===== config.mk =====
export PLATFORM = sky130hd
export DESIGN_NAME = board_vga_renderer
export DESIGN_NICKNAME = d
export VERILOG_FILES = /design/src/rtl/board_vga_renderer_pkg.sv /design/src/rtl/board_vga_renderer_vga_timing.sv /design/src/rtl/board_vga_renderer.sv
export SDC_FILE = /design/constraint.sdc
export NUM_CORES = 1
export LEC_CHECK = 0
export CAP_MARGIN = 20
export CORE_MARGIN = 2
export CORE_UTILIZATION = 60
export CTS_BUF_LIST = sky130_fd_sc_hd__clkbuf_4
export DETAILED_ROUTE_END_ITERATION = 8
export DONT_BUFFER_PORTS = 1
export GPL_ROUTABILITY_DRIVEN = 0
export GPL_TIMING_DRIVEN = 0
export PLACE_DENSITY = 0.87
export SLEW_MARGIN = 10
export SYNTH_ARGS = -nofsm -noshare
export SYNTH_HDL_FRONTEND = slang
export SYNTH_SLANG_ARGS = --single-unit

===== constraint.sdc =====
create_clock -name clk -period 2.3 [get_ports clk]
set_clock_uncertainty 0.2 [all_clocks]
set_input_delay 0.46 -clock clk [delete_from_list [all_inputs] [get_ports clk]]
set_output_delay 0.46 -clock clk [all_outputs]
set_load 0.005 [all_outputs]

===== src/rtl/board_vga_renderer_pkg.sv =====
// Shared snake board definitions: cell codes, board size, RGB332 palette and the
// cell-code to colour mapping used by the VGA renderer.
package board_vga_renderer_pkg;

  localparam int unsigned WIDTH  = 32;
  localparam int unsigned HEIGHT = 16;

  typedef enum logic [3:0] {
    EMPTY = 4'h0,
    RIGHT = 4'h1,
    UP    = 4'h2,
    LEFT  = 4'h4,
    DOWN  = 4'h8,
    APPLE = 4'hF
  } cell_e;

  localparam logic [7:0] COL_BG    = 8'h00;
  localparam logic [7:0] COL_SNAKE = 8'h1C;
  localparam logic [7:0] COL_APPLE = 8'hE0;
  localparam logic [7:0] COL_BAD   = 8'hE3;
  localparam logic [7:0] COL_GRID  = 8'h49;

  // Unknown codes map to magenta so RAM corruption is visible on screen.
  function automatic logic [7:0] cell_colour(input logic [3:0] code, input logic grid);
    logic [7:0] col;
    case (code)
      EMPTY:                 col = grid ? COL_GRID : COL_BG;
      RIGHT, UP, LEFT, DOWN: col = COL_SNAKE;
      APPLE:                 col = COL_APPLE;
      default:               col = COL_BAD;
    endcase
    return col;
  endfunction

endpackage


===== src/rtl/board_vga_renderer_vga_timing.sv =====
// VGA timing core: pixel-enable divider, h/v scan counters, raw active-low syncs,
// visible flag, line/frame wrap strobes and the vblank-aligned frame_tick.
module vga_timing
  import board_vga_renderer_pkg::*;
#(
  parameter int unsigned CLK_DIV = 2,
  parameter int unsigned H_VIS   = 640,
  parameter int unsigned H_FP    = 16,
  parameter int unsigned H_SW    = 96,
  parameter int unsigned H_BP    = 48,
  parameter int unsigned V_VIS   = 480,
  parameter int unsigned V_FP    = 10,
  parameter int unsigned V_SW    = 2,
  parameter int unsigned V_BP    = 33
) (
  input  logic clk_i,
  input  logic rst_i,
  output logic pix_en_o,
  output logic hs_o,
  output logic vs_o,
  output logic vis_o,
  output logic h_wrap_o,
  output logic v_wrap_o,
  output logic frame_tick_o
);

  localparam int unsigned H_TOT = H_VIS + H_FP + H_SW + H_BP;
  localparam int unsigned V_TOT = V_VIS + V_FP + V_SW + V_BP;
  localparam int unsigned HW    = $clog2(H_TOT);
  localparam int unsigned VW    = $clog2(V_TOT);
  localparam int unsigned DW    = (CLK_DIV > 1) ? $clog2(CLK_DIV) : 1;

  logic [DW-1:0] div_q, div_d;
  logic [HW-1:0] h_q, h_d;
  logic [VW-1:0] v_q, v_d;
  logic          h_last, v_last;

  always_comb begin
    pix_en_o = (div_q == DW'(CLK_DIV - 1));
    h_last   = (h_q == HW'(H_TOT - 1));
    v_last   = (v_q == VW'(V_TOT - 1));
    div_d    = pix_en_o ? '0 : div_q + 1'b1;
    h_d      = h_q;
    v_d      = v_q;
    if (pix_en_o) begin
      h_d = h_last ? '0 : h_q + 1'b1;
      if (h_last) begin
        v_d = v_last ? '0 : v_q + 1'b1;
      end
    end
  end

  always_ff @(posedge clk_i or posedge rst_i) begin
    if (rst_i) begin
      div_q <= '0;
      h_q   <= '0;
      v_q   <= '0;
    end else begin
      div_q <= div_d;
      h_q   <= h_d;
      v_q   <= v_d;
    end
  end

  always_comb begin
    hs_o         = !((h_q >= HW'(H_VIS + H_FP)) && (h_q < HW'(H_VIS + H_FP + H_SW)));
    vs_o         = !((v_q >= VW'(V_VIS + V_FP)) && (v_q < VW'(V_VIS + V_FP + V_SW)));
    vis_o        = (h_q < HW'(H_VIS)) && (v_q < VW'(V_VIS));
    h_wrap_o     = pix_en_o && h_last;
    v_wrap_o     = pix_en_o && h_last && v_last;
    frame_tick_o = pix_en_o && h_last && (v_q == VW'(V_VIS - 1));
  end

endmodule


===== src/rtl/board_vga_renderer.sv =====
// Snake board VGA renderer: scans the 32x16 board RAM read port and drives 640x480
// RGB332 VGA with a fixed 2-pixel-tick pipeline. Define GRID_LINES_EN for grid lines.
module board_vga_renderer
  import board_vga_renderer_pkg::*;
#(
  parameter int unsigned CLK_DIV = 2,
  parameter int unsigned H_VIS   = 640,
  parameter int unsigned H_FP    = 16,
  parameter int unsigned H_SW    = 96,
  parameter int unsigned H_BP    = 48,
  parameter int unsigned V_VIS   = 480,
  parameter int unsigned V_FP    = 10,
  parameter int unsigned V_SW    = 2,
  parameter int unsigned V_BP    = 33,
  parameter int unsigned CELL_W  = 20,
  parameter int unsigned CELL_H  = 30
) (
  input  logic       clk,
  input  logic       rst,
  output logic [4:0] vram_x,
  output logic [3:0] vram_y,
  output logic       vram_rd,
  input  logic [3:0] vram_out,
  output logic       vga_hsync,
  output logic       vga_vsync,
  output logic [7:0] vga_rgb,
  output logic       frame_tick
);

  localparam int unsigned SXW = (CELL_W > 1) ? $clog2(CELL_W) : 1;
  localparam int unsigned SYW = (CELL_H > 1) ? $clog2(CELL_H) : 1;

  logic pix_en, hs, vs, vis, h_wrap, v_wrap;

  vga_timing #(
    .CLK_DIV(CLK_DIV),
    .H_VIS  (H_VIS),
    .H_FP   (H_FP),
    .H_SW   (H_SW),
    .H_BP   (H_BP),
    .V_VIS  (V_VIS),
    .V_FP   (V_FP),
    .V_SW   (V_SW),
    .V_BP   (V_BP)
  ) u_timing (
    .clk_i       (clk),
    .rst_i       (rst),
    .pix_en_o    (pix_en),
    .hs_o        (hs),
    .vs_o        (vs),
    .vis_o       (vis),
    .h_wrap_o    (h_wrap),
    .v_wrap_o    (v_wrap),
    .frame_tick_o(frame_tick)
  );

  logic [SXW-1:0] sx_q, sx_d;
  logic [SYW-1:0] sy_q, sy_d;
  logic [4:0]     cx_q, cx_d;
  logic [3:0]     cy_q, cy_d;

  // Cell index tracks the scan position by counting within the cell, avoiding dividers.
  always_comb begin
    sx_d = sx_q;
    cx_d = cx_q;
    sy_d = sy_q;
    cy_d = cy_q;
    if (pix_en) begin
      if (h_wrap) begin
        sx_d = '0;
        cx_d = '0;
      end else if (sx_q == SXW'(CELL_W - 1)) begin
        sx_d = '0;
        cx_d = cx_q + 1'b1;
      end else begin
        sx_d = sx_q + 1'b1;
      end
      if (v_wrap) begin
        sy_d = '0;
        cy_d = '0;
      end else if (h_wrap) begin
        if (sy_q == SYW'(CELL_H - 1)) begin
          sy_d = '0;
          cy_d = cy_q + 1'b1;
        end else begin
          sy_d = sy_q + 1'b1;
        end
      end
    end
  end

  logic vis1_q, hs1_q, vs1_q, grid_px;

`ifdef GRID_LINES_EN
  logic grid1_q;

  always_ff @(posedge clk or posedge rst) begin
    if (rst) begin
      grid1_q <= 1'b0;
    end else if (pix_en) begin
      grid1_q <= (sx_q == '0) || (sy_q == '0);
    end
  end

  always_comb grid_px = grid1_q;
`else
  always_comb grid_px = 1'b0;
`endif

  always_ff @(posedge clk or posedge rst) begin
    if (rst) begin
      sx_q      <= '0;
      sy_q      <= '0;
      cx_q      <= '0;
      cy_q      <= '0;
      vram_x    <= '0;
      vram_y    <= '0;
      vram_rd   <= 1'b0;
      vis1_q    <= 1'b0;
      hs1_q     <= 1'b1;
      vs1_q     <= 1'b1;
      vga_hsync <= 1'b1;
      vga_vsync <= 1'b1;
      vga_rgb   <= '0;
    end else begin
      sx_q <= sx_d;
      sy_q <= sy_d;
      cx_q <= cx_d;
      cy_q <= cy_d;
      if (pix_en) begin
        vram_x    <= cx_q;
        vram_y    <= cy_q;
        vram_rd   <= vis;
        vis1_q    <= vis;
        hs1_q     <= hs;
        vs1_q     <= vs;
        // Syncs travel with the colour so all pins share the same latency.
        vga_hsync <= hs1_q;
        vga_vsync <= vs1_q;
        vga_rgb   <= vis1_q ? cell_colour(vram_out, grid_px) : COL_BG;
      end
    end
  end

endmodule


# [Word level (Yosys, flattened, before mapping)]
# Index checks and enable logic that the tools add are counted.
[word_totals] register_bits=62 in_bits=6 output_inout_bits=21 word_cells=70
[classes] add_sub_neg=7 n_lt_le_gt_ge=6 n_eq_ne=10 mux=15 reduce_logical=17
[op_table] cell="2-to-1 mux 5 bit" count=7
[op_table] cell="case mux 8 bit (3 select lines)" count=1
[op_table] cell="adder 10 x 1 -> 10 bit (second input constant)" count=2
[op_table] cell="equality test 10 bit (second input constant)" count=2
[op_table] cell="less-than comparator 10 bit (second input constant)" count=2
[op_table] cell="less-than comparator 10 x 9 -> 1 bit (second input constant)" count=2
[op_table] cell="2-to-1 mux 10 bit" count=2
[op_table] cell="adder 5 x 1 -> 5 bit (second input constant)" count=3
[op_table] cell="2-to-1 mux 4 bit" count=3
[op_table] cell="equality test 10 x 9 -> 1 bit (second input constant)" count=1
[op_table] cell="equality test 5 bit (second input constant)" count=2
[op_table] cell=">= comparator 10 bit (second input constant)" count=1
[op_table] cell=">= comparator 10 x 9 -> 1 bit (second input constant)" count=1
[op_table] cell="equality test 4 bit (second input constant)" count=2
[op_table] cell="2-to-1 mux 8 bit" count=1
[op_table] cell="logical AND 1 bit" count=6
[op_table] cell="AND reduction 2 bit" count=3
[op_table] cell="nonzero test 2 bit" count=3
[op_table] cell="adder 4 x 1 -> 4 bit (second input constant)" count=1
[op_table] cell="equality test 4 x 1 -> 1 bit (second input constant)" count=1
[op_table] cell="equality test 4 x 2 -> 1 bit (second input constant)" count=1
[op_table] cell="equality test 4 x 3 -> 1 bit (second input constant)" count=1
[op_table] cell="zero test 4 bit" count=1
[op_table] cell="OR reduction 4 bit" count=1
[op_table] cell="other kinds (4)" count=5

# [Depth between registers and ports, before layout]
[depth] word_depth=5 depth_mapped=7 depth_no_buf=6

# [Modules after synthesis]
# A second synthesis with hierarchy kept.
[unflattened] cells_unflattened=286 hier_area_um2=3042.9
[by_module_without_submodules] module="board_vga_renderer" n_inst=1 cells_per_inst=166 area_per_inst_um2=1878.1 seq_area_each_um2=905.9
[by_module_without_submodules] module="vga_timing" n_inst=1 cells_per_inst=120 area_per_inst_um2=1164.9 seq_area_each_um2=525.5

# [Least setup slack after synthesis]
# Ideal clock, no wire load.
[synth_timing] path_kind="reg-to-output" startpoint="register u_timing.h_q[0]" endpoint="output frame_tick" arrival_time_ps=1374 required_time_ps=1640 path_slack_ps=266 stages_incl_launch_ff=6 n_path_buf=1 cell_sequence="dfrtp_1 -> ha_1 -> and4_4 -> and3_1 -> buf_4 -> and3_1"
[synth_via] elab_chain_cells=3
[synth_rtl] element="from (decl)" line_no="board_vga_renderer_vga_timing.sv:34" rtl="logic [HW-1:0] h_q, h_d;"
[synth_rtl] element="from (signal assigned)" line_no="board_vga_renderer_vga_timing.sv:56" rtl="h_q <= '0;"
[synth_rtl] element="from (signal assigned)" line_no="board_vga_renderer_vga_timing.sv:60" rtl="h_q <= h_d;"
[synth_rtl] element="equality test 10 bit" line_no="board_vga_renderer_vga_timing.sv:40" rtl="h_last = (h_q == HW'(H_TOT - 1));"
[synth_rtl] element="logical AND 1 bit (2 in series)" line_no="board_vga_renderer_vga_timing.sv:71" rtl="frame_tick_o = pix_en_o && h_last && (v_q == VW'(V_VIS - 1));"
[synth_rtl] element="to (decl)" line_no="board_vga_renderer.sv:27" rtl="output logic frame_tick"
# Every way passes these cells.

# [Worst setup path in the final report]
[layout_timing] startpoint="register u_timing.h_q[1]" endpoint="output frame_tick"
# The elaborated chain is that of the path after synthesis.

==> metrics.md <==
| Metric | Value |
|---|---|
| TritonRoute pass-1 iters | 4 |
| Final wirelength | 6210 microns |
| Setup WS post-layout | 24.6 ps |
| Critical Path AT | 1620 ps |
| Period utilization | 98.9% |
| Int Pwr | 0.00136 W |
| Final Total Pwr | 0.00179 W |
| First-pass GRT wire length | 9690 microns |
| Power Dens Cells | 546 mW/mm^2 |
| Final setup fails | 0 |
| Post-Syn Nets | 289 |
| FF-to-FF setup slack | 280 ps |
| Hold Slack | 59.1 ps |
| LEAKAGE | 1.44 nW |
| Clk sinks | 57 |
| Unrepaired setup endpoints after global routing | true |
| Residual DRC count | 0 |
| CTS buffer count | 9 |
| Max-slew violation count | 0 |
| Clock H-tree levels | 3 |
| DP Wirelength | 3870 microns |
| Pin count of the biggest net entering global routing | 37 |
| Die area | 0.00542 sq mm |
| Sequential share of the synthesized area | 49.2% |
| Crit path max fanout | 3 |
| Via/cell ratio | 6.32 |
| Required time of the worst setup path | 1640 ps |
| Worst Hold Class | input pin to register |
| Util after Layout | 70.0% |
| Total number of vias | 2,275 |
| Synth top area cells | dfrtp_1 (46%), mux2_2 (5.0%), ha_1 (3.9%), dfstp_2 (3.6%), nand3_1 (3.4%) |
| NetSw | 0.000434 W |
| GRT Resource Usage Total | 24.2% |
| Yosys cell types | 51 |
| Initial antenna violation count | 0 |
| CP endpoint kind | primary output |
| Sw Share | 24.2% |
| FMAX | 0.439 GHz |
| Synth top area share | 45.6% |
| Yosys reg bits | 57 |
| Total gr overflow | 0 |
| Initial core utilization | 62.0% |
| Mapped Area | 0.00291 sq mm |
| Post-synth EDFFs | 0 |
| Min Tclk post-route | 2280 ps |
| Part of the power in registers | 56.4% |
| Max VDD drop | 0.000441 V |
| Worst-Skew Late Latency | 420 ps |
| Most used cell, CP | and3_4 |
| Wire per inst | 17.3 microns |
| Reg clk slew, reported paths | 110 ps |
| Top FF cell, synth | dfrtp_1 |
| Clock Tree Root | clkbuf_4 |
| Top Ports | 27 |
| Layout cells sized above 1 | 24.8% |
| Startpoint class of the critical path | register |
| Commonest cells post-synth | dfrtp_1 (53), nand3_1 (20), nand2_1 (19) |
| Standard-cell rows | 25 |
| Die Wd | 73.6 microns |
| Core box area | 0.00469 sq mm |
| Synth warn | 0 |
| Die H | 73.6 microns |
| DR iter-0 viols | 161 |
| MaxCap Viol Count | 0 |
| CP max stage cell | dfrtp_1 |
| Avg Cell Area, Syn | 10.6 sq um |
| Final Hold Viols | 0 |
| Status | finished clean |
| Most frequent cell after synthesis | dfrtp_1 |
| Clock share of power | 40.9% |
| Area leader, netlist | dfrtp_1 |
| Layout net count | 316 |
| Layout Cell Area excl Fill | 0.00328 sq mm |
| Area Growth Syn to Fin | 13.0% |
| Slew Limit Headroom | 59.6% |
| Logic pwr share | 2.7% |
| Pre-CTS WS | 43.2 ps |
| Final ANT Viol Nets | 0 |
| Post-Synthesis Cells | 274 |
| CP peak stage delay | 380 ps |
| Worst-Margin Slew | 606 ps |
| Ys async rst share | 100% |
| Crit-path cells | ha_2 -> and4_4 -> and3_4 -> and3_4 |
| Antenna fix cells | 0 |
| Vias in the first global route | 2,118 |
| Placement-stage cell area | 0.00300 sq mm |
| TritonCTS clock tree | done |
| Crit path kind | register to primary output |
| Clk buf depth | 2 |
| Port bufs | 0 |
metrics by stage:
stage / std cells / TNS [ps]
3_5_place_dp: 329 / 0
2_1_floorplan: 274 / 0
5_1_grt: 360 / -81.1
6_report: 360 / 0
4_1_cts: 355 / -17.4
3_3_place_gp: 328 / -16150
logic make-up after synthesis:
logic type / Yosys count / share of synthesized area (%)
AND/OR/NAND/NOR: 96 / 19.6
flip-flops: 57 / 49.2
adder cells (fa/ha/maj): 10 / 4.22
buffers and inverters: 28 / 5.21
AO/OA/AOI/OAI: 51 / 10.8
XOR/XNOR: 16 / 4.82
multiplexers: 16 / 6.11
layout by cell type (no fill, tap or decap), drive strengths merged, types with 3 or more instances in the layout:
cell type	Yosys	layout
o22ai	3	3
ha	9	9
xnor2	7	7
nand4	8	8
o21ai	25	25
xor2	9	9
a22o	5	5
dfstp	4	4
mux2	14	14
clkinv	0	5
nand2	19	19
clkbuf	5	14
and4	6	6
o2bb2ai	3	3
nor2	12	12
a31oi	3	3
and3	7	7
nor3	7	7
buf	9	23
inv	14	15
dfrtp	53	53
a21oi	6	6
nand3	22	22
path summary, 6_finish.rpt:
kind | start | to | cells after the start
hold reg to reg | vs1_q | vs1_q | 2
setup / recovery | u_timing.h_q[1] | frame_tick | 4
setup reg to reg | u_timing.h_q[1] | cy_q[3] | 8
min in group asynchronous | rst | u_timing.h_q[1] | 2
hold / removal | vram_out[3] | vga_rgb[6] | 2
max in group asynchronous | rst | vs1_q | 3
routing by layer:
layer,wire [microns],track usage (%),vias to the layer above
met5,0,0,-
met4,118,10.7,0
met3,432,10.8,13
met2,3030,35.4,79
met1,2630,31.0,1141
li1,-,-,1042
cell type report:
| class | count | area [sq um] |
|---|---|---|
| buffer | 13 | 91.3 |
| clock buffer | 9 | 67.6 |
| clock inverter | 7 | 70.1 |
| fill | 325 | 1410 |
| inverter | 14 | 52.6 |
| multi-input combinational | 189 | 1360 |
| sequential | 57 | 1440 |
| tap | 54 | 67.6 |
| timing repair buffer | 17 | 145 |
registers in the layout (all words and copies together), names as in the netlist, 3 cells and up:
name,count
u_timing.h_q,10
u_timing.v_q,10
cx_q,5
sx_q,5
sy_q,5
vram_x,5
cy_q,4
vram_y,4
vga_rgb,3
power groups by stage:
| stage | clock, W | sequential, W | combinational (W) |
|---|---|---|---|
| 2_1_floorplan | 0 | 0.00103 | 0.0000358 |
| 3_3_place_gp | 0 | 0.00103 | 0.0000421 |
| 3_5_place_dp | 0 | 0.00103 | 0.0000472 |
| 4_1_cts | 0.000747 | 0.00101 | 0.0000488 |
| 5_1_grt | 0.000790 | 0.00101 | 0.0000555 |
| 6_report | 0.000733 | 0.00101 | 0.0000483 |
critical path: cells and delay by family, from the launching register on:
family | cells | cell delay, ps
flip-flops | 1 | 380
adder cells (fa/ha/maj) | 1 | 200
AND/OR/NAND/NOR | 3 | 610
repair_timing:
item	CTS	global route
gates resized for setup	8	4
hold buffers	1	1
pin swaps	3	1
endpoints found under the hold margin	18	1
buffers inserted	9	5
setup endpoints to repair	1	2
(Power assumes the default switching activity.)
